$ cat src/rtl/pipe_stage_reg.sv
// Pipeline-stage register with valid/ready handshake and synchronous flush.
// Define PIPE_STAGE_REG_SKID_EN to build a 2-entry skid buffer with a registered in_ready.
module pipe_stage_reg #(
    parameter int unsigned      WIDTH        = 64,
    parameter logic [WIDTH-1:0] BUBBLE_VALUE = '0
) (
    input  logic             clk,
    input  logic             reset,
    input  logic [WIDTH-1:0] in_data,
    input  logic             in_valid,
    output logic             in_ready,
    output logic [WIDTH-1:0] out_data,
    output logic             out_valid,
    input  logic             out_ready,
    input  logic             flush
);

    logic             up_xfer;
    logic             dn_xfer;
    logic [WIDTH-1:0] data_p0;

    assign out_data = data_p0;
    assign up_xfer  = in_valid & in_ready;
    assign dn_xfer  = out_valid & out_ready;

`ifdef PIPE_STAGE_REG_SKID_EN

    localparam logic [1:0] EMPTY = 2'd0;
    localparam logic [1:0] ONE   = 2'd1;
    localparam logic [1:0] FULL  = 2'd2;

    logic [1:0]       state_p0;
    logic [1:0]       state_nxt;
    logic             rdy_p0;
    logic [WIDTH-1:0] skid_p1;

    assign out_valid = (state_p0 != EMPTY);
    // Flush drains both entries, so it may accept (and drop) a beat even from FULL.
    assign in_ready  = rdy_p0 | flush;

    always_comb begin
        state_nxt = state_p0;
        if (flush) begin
            state_nxt = EMPTY;
        end else begin
            case (state_p0)
                EMPTY: if (up_xfer) state_nxt = ONE;
                ONE: begin
                    if (up_xfer && !dn_xfer)
                        state_nxt = FULL;
                    else if (!up_xfer && dn_xfer)
                        state_nxt = EMPTY;
                end
                FULL:    if (dn_xfer) state_nxt = ONE;
                default: state_nxt = EMPTY;
            endcase
        end
    end

    always_ff @(posedge clk or posedge reset) begin
        if (reset) begin
            state_p0 <= EMPTY;
            rdy_p0   <= 1'b1;
            data_p0  <= BUBBLE_VALUE;
        end else begin
            state_p0 <= state_nxt;
            rdy_p0   <= (state_nxt != FULL);
            if (flush) begin
                data_p0 <= BUBBLE_VALUE;
            end else if (state_p0 == FULL) begin
                if (dn_xfer)
                    data_p0 <= skid_p1;
            end else if (up_xfer && (state_p0 == EMPTY || dn_xfer)) begin
                data_p0 <= in_data;
            end
        end
    end

    // Skid entry is only meaningful while state is FULL, so it carries no reset.
    always_ff @(posedge clk) begin
        if (!flush && state_p0 == ONE && up_xfer && !dn_xfer)
            skid_p1 <= in_data;
    end

`else

    logic vld_p0;

    assign out_valid = vld_p0;
    assign in_ready  = out_ready | ~vld_p0 | flush;

    always_ff @(posedge clk or posedge reset) begin
        if (reset) begin
            vld_p0  <= 1'b0;
            data_p0 <= BUBBLE_VALUE;
        end else if (flush) begin
            vld_p0  <= 1'b0;
            data_p0 <= BUBBLE_VALUE;
        end else if (up_xfer) begin
            vld_p0  <= 1'b1;
            data_p0 <= in_data;
        end else if (dn_xfer) begin
            vld_p0  <= 1'b0;
        end
    end

`endif

endmodule

$ cat config.mk
export PLATFORM = sky130hd
export DESIGN_NAME = pipe_stage_reg
export DESIGN_NICKNAME = d
export VERILOG_FILES = /design/src/rtl/pipe_stage_reg.sv
export SDC_FILE = /design/constraint.sdc
export NUM_CORES = 1
export LEC_CHECK = 0
export CAP_MARGIN = 20
export CORE_MARGIN = 2
export CORE_UTILIZATION = 38
export DETAILED_ROUTE_END_ITERATION = 8
export GPL_ROUTABILITY_DRIVEN = 0
export GPL_TIMING_DRIVEN = 1
export PLACE_DENSITY_LB_ADDON = 0.05
export SLEW_MARGIN = 20
export SYNTH_ARGS = -nofsm -noshare
export SYNTH_HDL_FRONTEND = slang
export SYNTH_SLANG_ARGS = --single-unit
$ cat constraint.sdc
create_clock -name clk -period 2.8 [get_ports clk]
set_clock_uncertainty 0.05 [all_clocks]
set_input_delay 0.42 -clock clk [delete_from_list [all_inputs] [get_ports clk]]
set_output_delay 0.42 -clock clk [all_outputs]
set_load 0.01 [all_outputs]
==> metrics.md <==
| Metric | Value |
|---|---|
| Status | finished, final reports clean |
| GRT met1 Usage | roughly a fifth |
| Critical path launch point type | input port |
| Sum Neg Setup Slack | 0 ns |
| Reg-to-reg critical path startpoint | out_valid |
| CP startpoint | out_ready |
| Final hold viol count | 0 |
| Cell area after synthesis | approximately 3300 um2 |
| Buffers on Ports | ~130 |
| CTS buffer count | 9 |
| Post-detail-place hpwl | 4570 um |
| Max-cap violations | 0 |
| Post_cts resized | 0 |
| Layout cell share with drive strength beyond 1 | roughly 5% |
| Post CTS Setup Buffer Count | 0 |
| Max incr delay on CP | 0.47 ns |
| # placed instances | 509 |
| Final nets | slightly below 500 |
| Clock latency on the worst-skew pair | 0.32 ns |
| Synth Register Bits | 65 |
| Most used routing layer | met2 |
| H-tree depth | 3 |
| Antenna violations before repair | 0 |
| M2 GR Usage | between 20% and 30% |
| Drc violations | 0 |
| Main synth FF type | dfrtp_1 |
| Synth cell count leaders | nand2b_1 (128), dfrtp_1 (65), mux2i_1 (64), clkbuf_1 (13), buf_12 (7) |
| Synth cell types | 11 |
| Core area | 8590 um2 |
| Pin count of the biggest net entering global routing | 130 |
| Fillers | 739 |
| DR WL/cell | 13.6 um |
| Total power | about 2.1 mW |
| Worst Path Arrival | approximately 1.7 ns |
| Post-DR vias/cell | ~4.4 |
| Synth top area cells | dfrtp_1 (49%), nand2b_1 (24%), mux2i_1 (19%) |
| RSZ-0062 raised after global routing | no |
| Grt ovf | 0 |
| Worst vdd ir | roughly 0.00022 V |
| Clock root buffer | clkbuf_8 |
| Worst Max-Slew Pin Slew | 0.900 ns |
| Worst hold path class | input port to asynchronous set/reset pin |
| Area share of the largest cell type after synthesis | 49.2% |
| Hold buffers post-CTS | 0 |
| Vias in the first global route | 2,531 |
| Final wirelength | 7120 um |
| End of the critical path | in_ready |
| CP Capture Type | primary output |
| Ports | roughly 140 |
| Via Count | ~2,300 |
| Total clock sinks | 65 |
| Worst reg2reg setup slack | between 1 and 1.5 ns |
| Total Routing Usage GR | 15.5% |
| Fin crit period | 2.21 ns |
| Post-synth ARST share | 100% |
| P per Cell Area | ~440 nW/um2 |
| Final Cycle Share | about four fifths |
| Syn Nets | between 300 and 400 |
| Final Non-Filler Cells | 523 |
| TritonCTS clock tree | yes |
| Die width | slightly below 100 um |
| Die Area | between 9000 and 10,000 um2 |
| Clk pin slew, worst setup/hold paths | around 0.070 ns |
| Initial core utilization | roughly two fifths |
| 1st-pass router iterations | 4 |
| Cells along the critical path | clkdlybuf4s50_1, nor2b_4, or2b_1, clkdlybuf4s50_1 |
| Sequential-to-total area share from yosys stat | between 40% and 50% |
| WP data required | between 2 and 2.5 ns |
| Syn avg cell area | 11.6 um2 |
| Crit path kind | input port to primary output |
| First-pass GRT wire length | roughly 12,000 um |
| Worst R2R End | out_data[63] |
| Clock Path Buffers | 2 |
| Area Growth Syn to Fin | 44.7% |
| Max FO, Critical Path | 3 |
| # setup viols final | 0 |
| LEAKAGE | 2.08 nW |
| Cells after Synth | about 280 |
| Detailed Route Iter0 Violations | ~110 |
| Post-synth top area cell | dfrtp_1 |
| FP Rows | 34 |
| Max Fclk | ~450 MHz |
| Yosys synthesis warning count | 0 |
| CP max-delay cell | clkdlybuf4s50_1 |
| Pins Over Slew Limit | 0 |
| GR Util met3 | under 10% |
| Post-synth EDFFs | 0 |
| Most frequent cell after synthesis | nand2b_1 |
| Most common cell on crit path | clkdlybuf4s50_1 |
| Chip height | about 97 um |
| Max_slew headroom | ~40% |
| Final ANT Viol Nets | 0 |
| # diodes | 0 |
| Cells on worst reg2reg path | 4 |
## registers in the layout, summed over array words and instances (netlist names)
| signal | count |
|---|---|
| out_data | 64 |
| out_valid | 1 |
## worst max-delay path, delay by kind of cell
kind	cells	cell delay (ns)
AND/OR/NAND/NOR	2	0.39
buffers and inverters	2	0.92
## area by class of cell
| type | instances | area, um2 | area share (%) |
|---|---|---|---|
| Clock buffer | 10 | 128 | 2.67 |
| Timing Repair Buffer | 138 | 1380 | 28.9 |
| Sequential cell | 65 | 1630 | 34.0 |
| Clock inverter | 4 | 22.5 | 0.471 |
| Tap cell | 108 | 135 | 2.83 |
| Multi-Input combinational cell | 197 | 1480 | 31.1 |
| Inverter | 1 | 3.75 | 0.0786 |
## metrics by stage
stage	setup slack, ns	utilization, %	area (um2)	hold slack, ns
after floorplan	0.704	-	3300	0.500
after global placement	0.602	53.9	4630	0.475
after global routing	0.550	55.6	4780	0.471
after CTS	0.579	55.6	4780	0.413
final	0.593	55.6	4780	0.414
after detailed placement	0.583	53.9	4630	0.480
## metal layers
layer | routed length, um | part of all wire [%] | vias up
li1 | - | - | 1161
met1 | 3200 | 45 | 1073
met2 | 3220 | 45 | 80
met3 | 607 | 8.5 | 9
met4 | 95 | 1.3 | 0
met5 | 0 | 0 | -
## layout by cell type, fill, tap and decap left out
master	synthesis	routed
mux2i_1	64	64
nor2b_4	1	2
buf_12	7	1
buf_4	0	3
clkinvlp_4	0	1
clkbuf_1	13	1
nor2_1	2	2
dfrtp_1	65	65
or2b_1	1	1
inv_2	0	1
buf_2	1	1
clkbuf_8	0	9
clkdlybuf4s50_1	0	133
nand2b_1	128	128
clkinv_2	0	3
## where the power goes
group | internal, mW | total [mW] | switching (mW)
registers | 0.998 | 1.03 | 0.0311
clock network | 0.307 | 0.642 | 0.335
logic | 0.276 | 0.450 | 0.174
## kinds of logic (layout without fill, tap and decap cells)
| logic type | Yosys count | count (layout) | share of synthesized area (%) |
|---|---|---|---|
| buffers and inverters | 22 | 153 | 5.98 |
| muxes | 64 | 64 | 19.4 |
| and+or+nand+nor | 133 | 133 | 25.4 |
| DFF | 65 | 65 | 49.2 |
## worst min-delay path by stage
| stage | slack (ns) | end |
|---|---|---|
| after floorplan | 0.50 | out_valid |
| after global placement | 0.47 | out_data[15] |
| after detailed placement | 0.48 | out_data[34] |
| after CTS | 0.41 | out_data[45] |
| after global routing | 0.47 | out_data[45] |
| final | 0.41 | out_data[45] |
No activity file was read; power rests on OpenSTA's default activity.
